### src/rtl/pipeline_control_unit.sv
// Pipeline sequencer for the 5-stage MIPS core: gated stage latch enables and flushes,
// run/step execution, load-use stalls, taken-branch flush, HALT drain and an advance-cycle counter.
module pipeline_control_unit #(
  parameter int                   NB_ADDR      = 5,
  parameter int                   NB_OPCODE    = 6,
  parameter int                   NB_CYCLES    = 32,
  parameter logic [NB_OPCODE-1:0] HALT_OPCODE  = 6'h3F,
  parameter int                   DRAIN_CYCLES = 3
) (
  input  logic                 i_clk,
  input  logic                 i_rst,
  input  logic                 i_mode,
  input  logic                 i_start,
  input  logic                 i_step,
  input  logic [NB_OPCODE-1:0] i_id_opcode,
  input  logic [NB_ADDR-1:0]   i_id_rs,
  input  logic [NB_ADDR-1:0]   i_id_rt,
  input  logic                 i_ex_mem_read,
  input  logic [NB_ADDR-1:0]   i_ex_rt,
  input  logic                 i_branch_taken,
  output logic                 o_pc_en,
  output logic                 o_if_id_en,
  output logic                 o_id_ex_en,
  output logic                 o_ex_mem_en,
  output logic                 o_mem_wb_en,
  output logic                 o_if_id_flush,
  output logic                 o_id_ex_flush,
  output logic                 o_ex_mem_flush,
  output logic                 o_stall,
  output logic                 o_running,
  output logic                 o_halted,
  output logic [NB_CYCLES-1:0] o_cycle_count
);

  // state     | meaning
  // IDLE      | waiting for i_start
  // RUN       | pipeline advances every cycle
  // STEP_WAIT | pipeline advances once per i_step rising edge
  // DRAIN     | HALT seen in ID, retiring the older instructions
  // HALTED    | HALT retired, frozen until reset
  typedef enum logic [2:0] {
    IDLE      = 3'd0,
    RUN       = 3'd1,
    STEP_WAIT = 3'd2,
    DRAIN     = 3'd3,
    HALTED    = 3'd4
  } state_t;

  localparam int                  NB_DRAIN   = (DRAIN_CYCLES > 1) ? $clog2(DRAIN_CYCLES) : 1;
  localparam logic [NB_DRAIN-1:0] DRAIN_LAST = NB_DRAIN'(DRAIN_CYCLES - 1);

  state_t              state, state_next;
  logic [NB_DRAIN-1:0] drain_cnt, drain_cnt_next;
  logic                step_q;
  logic                step_rise;
  logic                adv;
  logic                load_use;
  logic                halt_id;

  assign step_rise = i_step & ~step_q;
  assign load_use  = i_ex_mem_read & (i_ex_rt != '0) &
                     ((i_ex_rt == i_id_rs) | (i_ex_rt == i_id_rt));
  assign halt_id   = (i_id_opcode == HALT_OPCODE);

  always_ff @(posedge i_clk or negedge i_rst) begin
    if (!i_rst) begin
      state         <= IDLE;
      drain_cnt     <= '0;
      step_q        <= 1'b0;
      o_cycle_count <= '0;
    end else begin
      state     <= state_next;
      drain_cnt <= drain_cnt_next;
      step_q    <= i_step;
      if (adv && (o_cycle_count != '1)) o_cycle_count <= o_cycle_count + NB_CYCLES'(1);
    end
  end

  always_comb begin
    state_next     = state;
    drain_cnt_next = drain_cnt;
    adv            = 1'b0;
    o_pc_en        = 1'b0;
    o_if_id_en     = 1'b0;
    o_id_ex_en     = 1'b0;
    o_ex_mem_en    = 1'b0;
    o_mem_wb_en    = 1'b0;
    o_if_id_flush  = 1'b0;
    o_id_ex_flush  = 1'b0;
    o_ex_mem_flush = 1'b0;
    o_stall        = 1'b0;
    o_running      = (state == RUN) || (state == STEP_WAIT) || (state == DRAIN);
    o_halted       = (state == HALTED);

    // A mode change costs one non-advancing cycle so the new mode starts cleanly.
    case (state)
      IDLE:      if (i_start) state_next = i_mode ? STEP_WAIT : RUN;
      RUN:       if (i_mode) state_next = STEP_WAIT; else adv = 1'b1;
      STEP_WAIT: if (!i_mode) state_next = RUN; else adv = step_rise;
      DRAIN:     adv = i_mode ? step_rise : 1'b1;
      default:   ;
    endcase

    if (adv) begin
      if (i_branch_taken) begin
        {o_pc_en, o_if_id_en, o_id_ex_en, o_ex_mem_en, o_mem_wb_en} = 5'b11111;
        {o_if_id_flush, o_id_ex_flush, o_ex_mem_flush}              = 3'b111;
        // The HALT being drained was on the wrong path.
        if (state == DRAIN) begin
          state_next     = i_mode ? STEP_WAIT : RUN;
          drain_cnt_next = '0;
        end
      end else if (state == DRAIN) begin
        {o_id_ex_en, o_ex_mem_en, o_mem_wb_en} = 3'b111;
        o_id_ex_flush                          = 1'b1;
        if (drain_cnt == DRAIN_LAST) begin
          state_next     = HALTED;
          drain_cnt_next = '0;
        end else begin
          drain_cnt_next = drain_cnt + NB_DRAIN'(1);
        end
      end else if (load_use) begin
        {o_id_ex_en, o_ex_mem_en, o_mem_wb_en} = 3'b111;
        o_id_ex_flush                          = 1'b1;
        o_stall                                = 1'b1;
      end else begin
        {o_pc_en, o_if_id_en, o_id_ex_en, o_ex_mem_en, o_mem_wb_en} = 5'b11111;
        if (halt_id) begin
          state_next     = DRAIN;
          drain_cnt_next = '0;
        end
      end
    end
  end

endmodule

### config.mk
export PLATFORM = sky130hd
export DESIGN_NAME = pipeline_control_unit
export DESIGN_NICKNAME = d
export VERILOG_FILES = /design/src/rtl/pipeline_control_unit.sv
export SDC_FILE = /design/constraint.sdc
export NUM_CORES = 1
export LEC_CHECK = 0
export ABC_CLOCK_PERIOD_IN_PS = 5500
export BUFFER_PORTS_ARGS = -buffer_cell sky130_fd_sc_hd__buf_2
export CAP_MARGIN = 15
export CORE_AREA = 2 2 67 69
export DETAILED_ROUTE_END_ITERATION = 12
export DIE_AREA = 0 0 69 71
export PLACE_DENSITY = 0.89
export SYNTH_ARGS = -nofsm -noshare
export SYNTH_HDL_FRONTEND = slang
export SYNTH_SLANG_ARGS = --single-unit
### constraint.sdc
create_clock -name i_clk -period 5.5 [get_ports i_clk]
set_input_delay 1.375 -clock i_clk [delete_from_list [all_inputs] [get_ports i_clk]]
set_output_delay 1.375 -clock i_clk [all_outputs]
set_load 0.005 [all_outputs]
==> metrics, run 1 <==
post-synth top area cell=dfrtp_1; largest net degree at the start of global routing=39; Post-DP HPWL=approximately 3.5 mm; worst slack, placed=1340 ps; Crit path required time=4120 ps; Seq/Total Area, Yosys=0.426; status=complete, no violations; Startpoint Class=input port; min-delay src=o_cycle_count[9]; Reg-to-Reg Start=o_cycle_count[0]; max_cap viols=0; CORE AREA=4200 um2; Setup-failing EPs final=0; FILL cells=357; M1 wire length=around 2.0 mm; WP data arrival=2790 ps; Endpoint, Worst Hold=o_cycle_count[9]; # DRC=0; vias after detailed routing=around 1,900; post-synthesis cell type count=49; buffer count from post-CTS setup fixing=0; Post-Syn Instances=between 200 and 250; die width=69 um; critical path cell sequence=buf_2 -> or4_1 -> o21ai_0 -> o21ai_1 -> o21ai_0 -> buf_2; IO Port Bufs=70; met3 wire length=215 um; TritonCTS clock tree=built; worst-margin pin slew=between 800 and 900 ps; Hold Violations, Final=0; die area=about 4900 um2; Crit. End Element=output port; area occupied by registers=between 900 and 1000 um2; clk buf depth=2; clk slew on worst S/H paths=70 ps; CP Max Fanout=3; Root Driver=clkbuf_8; Synth Cell Area=2230 um2; Period minus WS final=4170 ps; worst reg2reg setup slack=3060 ps; WP buf/inv=2; Crit-path slowest cell=or4_1; vias in the first global route=1,725; Inst Count DP=between 300 and 400; I/O pins=71; initial antenna violation count=0; Max stage delay on crit path=510 ps; setup ws final=1330 ps; Top Family by Delay on Critical Path=compound AO/OA/AOI/OAI gates; Final Non-Filler Cells=339; syn_area_per_cell=roughly 10 um2; Max Slew Vio Count=0; final worst-path cycle share=0.758; Max Used Layer=met4; DIE HEIGHT=71 um; TritonRoute pass-1 iters=4; Synth Register Bits=38; WHS Path Cells=1; power per cell area=around 300 nW/um2; PostCTS Resize Cnt=0; Site Rows=24; setup_tns=0 ps; Tightest Hold Check Type=flip-flop to flip-flop; Multi-input gate area=1170 um2; Clk Latency, worst-skew pair=slightly below 300 ps; Crit Path Category=input port to output port; H-tree Lvls=2; ys async rst share=1.00; R2R depth=6; Worst Skew=5.66 ps; Clock Sinks=38; Leakage Power=between 1 and 1.5 nW; Nets=317; Routed wire per std cell=13.5 um; Layout area overhead=18.7%; Yosys top cell area share=0.426; Synth area leaders=dfrtp_1, xor2_1, xnor2_1, nand3_1, nor2_1; GR Overflow Total=0; worst relative slew slack=0.451; hold_buf cts=0; first-pass GRT wire length=just under 8 mm; layout cells sized above 1=0.310; Post-synth EDFFs=0; Ant. Diodes=0; global placement routability congestion=0.792; final design area excluding fillers=approximately 2700 um2; Worst R2R End=o_cycle_count[1]; drt total wl=4.57 mm; CTS buffer count=5; maximum vdd drop=0.154 mV; Max Fclk=240 MHz; DR WL met2=2.31 mm; drt first-iter violations=around 100; Main synth FF type=dfrtp_1; area post-placement=around 2600 um2; Total GRT Usage=0.194; Post-DRT Antenna Nets=0; via/cell ratio=~5.6; RSZ-0062 raised after global routing=false; Synthesis Warnings=0; Synthesized Nets=253; Initial Utilization=0.532
flip-flops by register name (all words and copies together) (netlist names):
signal / cells
o_cycle_count: 32
state: 3
drain_cnt: 2
step_q: 1
synth_stat cells (all sizes together), types with 3 or more instances:
library cell  instances
and2                  5
clkbuf                3
and4                  4
nand4b                3
nand3                14
o21ai                 9
nor2                 18
nor3                  6
nand4                11
xnor2                18
a31oi                 3
xor2                 20
inv                   8
nor4                  3
nand2                10
dfrtp                38
and3                  9
buf                  10
logic make-up after synthesis:
group | synth area share
compound gates | 0.125
flops | 0.426
fa+ha+maj | 0.00560
buf+inv | 0.0493
simple gates | 0.240
xor+xnor | 0.149
mux | 0.00504
worst reg2reg max path: cells and delay by family (launching register included):
family | cells | cell delay (ps)
and+or+nand+nor | 4 | 1320
DFF | 1 | 430
adders and majority gates | 1 | 220
muxes | 1 | 350
placed cells by master, fill, tap and decap left out, types with 2 or more instances in the layout:
master      n
xor2_1     20
a2bb2oi_1   2
a31o_2      2
xnor2_1    18
or2_2       2
nand4b_1    2
a22oi_1     2
nand2_1    10
nand3_1    14
nand4_1    10
and2_1      5
o21ai_0     8
nor3_2      2
o41ai_1     2
a21oi_1     2
clkbuf_8    6
and4_1      4
dfrtp_1    38
nor3_1      4
nor4_1      3
o31a_1      2
a31oi_1     3
nor2_1     18
a21o_1      2
buf_2      70
and3_1      9
inv_1       7
worst max path at each step:
stage / startpoint / to / cells past startpoint
final: i_ex_rt[1] / o_pc_en / 6
after detailed placement: i_ex_rt[1] / o_if_id_en / 6
after floorplan: i_ex_rt[1] / o_pc_en / 5
after CTS: i_ex_rt[1] / o_if_id_en / 6
after global placement: i_ex_rt[1] / o_if_id_en / 6
after global routing: i_ex_rt[1] / o_if_id_en / 6
per-layer routing:
layer | up-vias | global-route usage
li1 | 928 | -
met1 | 899 | 0.241
met2 | 51 | 0.338
met3 | 7 | 0.0370
met4 | 0 | 0.0697
met5 | - | 0
layout make-up:
class                           count  area share
Sequential cell                    38       0.358
Multi-Input combinational cell    165       0.442
Inverter                            8      0.0113
Tap cell                           52      0.0245
Timing Repair Buffer               70       0.132
Clock buffer                        6      0.0311
through the flow:
| step | total power, mW | hold slack, ps | utilization |
|---|---|---|---|
| 6_report | 0.805 | 491 | 0.631 |
| 5_1_grt | 0.856 | 514 | 0.631 |
| 4_1_cts | 0.811 | 494 | 0.631 |
| 3_5_place_dp | 0.619 | 482 | 0.611 |
| 3_3_place_gp | 0.610 | 473 | 0.611 |
| 2_1_floorplan | 0.543 | 477 | - |
report_power, final:
part | internal [mW] | switching [mW] | total, mW
logic | 0.118 | 0.126 | 0.245
registers | 0.314 | 0.0560 | 0.370
clock network | 0.0966 | 0.0935 | 0.190
total | 0.529 | 0.276 | 0.805
(Power assumes the default switching activity.)
==> run 2: changes to the inputs <==
ABC_AREA = 1   (was default)
ABC_CLOCK_PERIOD_IN_PS = 3890   (was 5500)
CORE_AREA = 2 2 76 78   (was 2 2 67 69)
DIE_AREA = 0 0 78 80   (was 0 0 69 71)
PLACE_DENSITY = 0.84   (was 0.89)
clock period = 3.89 ns   (was 5.5 ns; I/O delays follow)
==> run 2 against run 1 <==
Sequential power increased by 7.0%. Via count increased by 44%. Clock power increased by 34%. Worst hold slack improved by 40 ps. Flip-flop and latch count unchanged. First-iteration DRC count increased by 91%. Synthesized cell count increased by 79%. Global-route usage increased by 2.9 points. Final area increased by 23%. Total power decreased by 14%. Largest cell class unchanged. Largest power group unchanged. Highest routed layer unchanged.
==> metrics, run 2 <==
internal power=0.537 mW; PostCTS Resize Cnt=0; Worst Skew=2.96 ps; Main synth FF type=dfrtp_1; Crit Path Category=input port to output port; largest register by flop count=o_cycle_count; final worst-path cycle share=0.778; post-synth top area cell=dfrtp_1; hold_buf cts=0; TritonRoute pass-1 iters=4; largest net degree at the start of global routing=39; CORE AREA=between 5000 and 6000 um2; TritonCTS clock tree=built; CTS buffer count=5; buffer count from post-CTS setup fixing=0; Post-DP HPWL=between 5 and 6 mm; Tightest Hold Check Type=flip-flop to flip-flop; drt total wl=6.66 mm; worst slack, placed=876 ps; Util after Layout=0.603; max_cap viols=0; Max Slew Vio Count=0; via/cell ratio=5.02; Site Rows=27; Synthesized Nets=430; Initial Utilization=0.521; largest registers=o_cycle_count: 32 flops, state: 3 flops, drain_cnt: 2 flops; Period minus WS final=3030 ps; Post-DRT Antenna Nets=0; Crit. End Element=output port; area post-placement=~3200 um2; Max stage delay on crit path=210 ps; Routed wire per std cell=between 10 and 15 um; Clock Sinks=38; Crit-path slowest cell=o21ai_0; Logic pwr share=0.066; Clk pwr share=0.366; FILL cells=520; power per cell area=214 nW/um2; Multi-input gate area=1580 um2; Hold Violations, Final=0; maximum vdd drop=0.135 mV; Clk Latency, worst-skew pair=290 ps; CP Max Fanout=11; drt first-iter violations=189; worst-margin pin slew=845 ps; Post-Syn Instances=401; Synthesis Warnings=0; die area=6240 um2; layout cells sized above 1=0.251; most common cell after layout, fill and taps aside=nand2_1; most frequent cells in the layout=nand2_1, buf_2, inv_1; Net Sw Power=0.159 mW; Top Family by Delay on Critical Path=simple AND/OR/NAND/NOR gates; RSZ-0062 raised after global routing=false; global placement routability congestion=0.933; GR Overflow Total=0; Ant. Diodes=0; Synth Register Bits=38; Yosys top cell area share=0.338; Root Driver=clkbuf_8; DIE HEIGHT=80 um; Setup-failing EPs final=0; WP buf/inv=3; Nets=499; critical path cell sequence=buf_2 -> nand2_1 -> o21ai_0 -> nand2_2 -> clkinv_2 -> nand2_1 -> nor3_1 -> buf_2; IO Port Bufs=70; vias in the first global route=2,499; area occupied by registers=951 um2; Synth area leaders=dfrtp_1, nand2_1, inv_1, xor2_1, nor2_1; # DRC=0; Synth top cells by count=nand2_1, inv_1, nor2_1; worst relative slew slack=0.437; final design area excluding fillers=3260 um2; count leader, synth=nand2_1; status=complete, no violations; Crit path required time=2920 ps; syn_area_per_cell=7.02 um2; Net Sw Frac=0.228; setup_tns=0 ps; number of flip-flops in the largest register=32; hold_ws=531 ps; Leakage Power=1.72 nW; ys async rst share=1.00; Synth Cell Area=around 2800 um2; post-synthesis cell type count=32; setup ws final=864 ps; Layout area overhead=15.7%; vias after detailed routing=2,722; first-pass GRT wire length=~11 mm; Startpoint Class=input port; WP data arrival=2050 ps; Seq/Total Area, Yosys=0.338; Total GRT Usage=0.223; die width=78 um; initial antenna violation count=0; clk slew on worst S/H paths=70 ps; Reg power frac=0.569; H-tree Lvls=2; clk buf depth=2; I/O pins=71; Max Fclk=330 MHz; Post-synth EDFFs=0
==> run 2: cell count changes in the layout (fill, tap and decap cells not counted), moves of 5 or more <==
| cell | change |
|---|---|
| xnor2_1 | -14 |
| inv_1 | +43 |
| and2_1 | -5 |
| nand2_2 | +8 |
| o21ai_1 | +5 |
| o21ai_2 | +12 |
| nand2_1 | +126 |
| nor3_1 | +10 |
| and3_1 | -9 |
| nor2_1 | +21 |
==> run 2: path summary, 6_finish.rpt <==
kind                       slack (ps)              start                end  cells after the start
min                               530  o_cycle_count[28]  o_cycle_count[28]                      1
min in group asynchronous         790              i_rst   o_cycle_count[1]                      1
max                               860             i_step            o_stall                      8
max in group asynchronous        2580              i_rst  o_cycle_count[20]                      1
max reg2reg                      1740   o_cycle_count[0]  o_cycle_count[26]                      9
min reg2reg                       530  o_cycle_count[28]  o_cycle_count[28]                      1
==> run 2: per-stage QoR <==
step | total power, mW | std cells
after floorplan | 0.422 | 401
after global placement | 0.448 | 535
after detailed placement | 0.450 | 535
after CTS | 0.699 | 542
after global routing | 0.723 | 542
final | 0.696 | 542
==> run 2: power by group through the flow <==
stage               logic [mW]  registers [mW]  clock network (mW)
finish                  0.0458           0.396               0.254
global route            0.0536           0.395               0.274
CTS                     0.0466           0.396               0.257
detailed placement      0.0465           0.403                   0
global placement        0.0448           0.403                   0
floorplan               0.0183           0.403                   0
==> run 2: routing by layer <==
metal	GRT usage	routed length, um	up-vias
met5	0	0	-
met4	0.0632	119	0
met3	0.0385	336	11
met2	0.414	3390	92
met1	0.264	2810	1224
li1	-	-	1395
==> run 2: worst register-to-register path: stages, from the launching register on <==
cell	delay (ps)
dfrtp_1	420
ha_1	280
nand2_4	150
nor2_8	50
nand4_4	90
nor2_2	60
nor2_4	560
buf_4	330
nand2_1	90
o21ai_2	50
==> run 2: cell families (layout without fill, tap and decap cells) <==
group,count (synthesis),after routing,share of synthesized area
AO/OA/AOI/OAI,36,36,0.0862
XOR/XNOR,26,26,0.0836
AND/OR/NAND/NOR,238,238,0.388
flip-flops,38,38,0.338
adder cells (fa/ha/maj),1,1,0.00444
buffers and inverters,62,131,0.100
==> run 2: area by class of cell <==
class | instances | share of cell area
Multi-Input combinational cell | 301 | 0.486
Timing Repair Buffer | 71 | 0.110
Tap cell | 72 | 0.0277
Sequential cell | 38 | 0.292
Inverter | 53 | 0.0615
Clock buffer | 7 | 0.0234
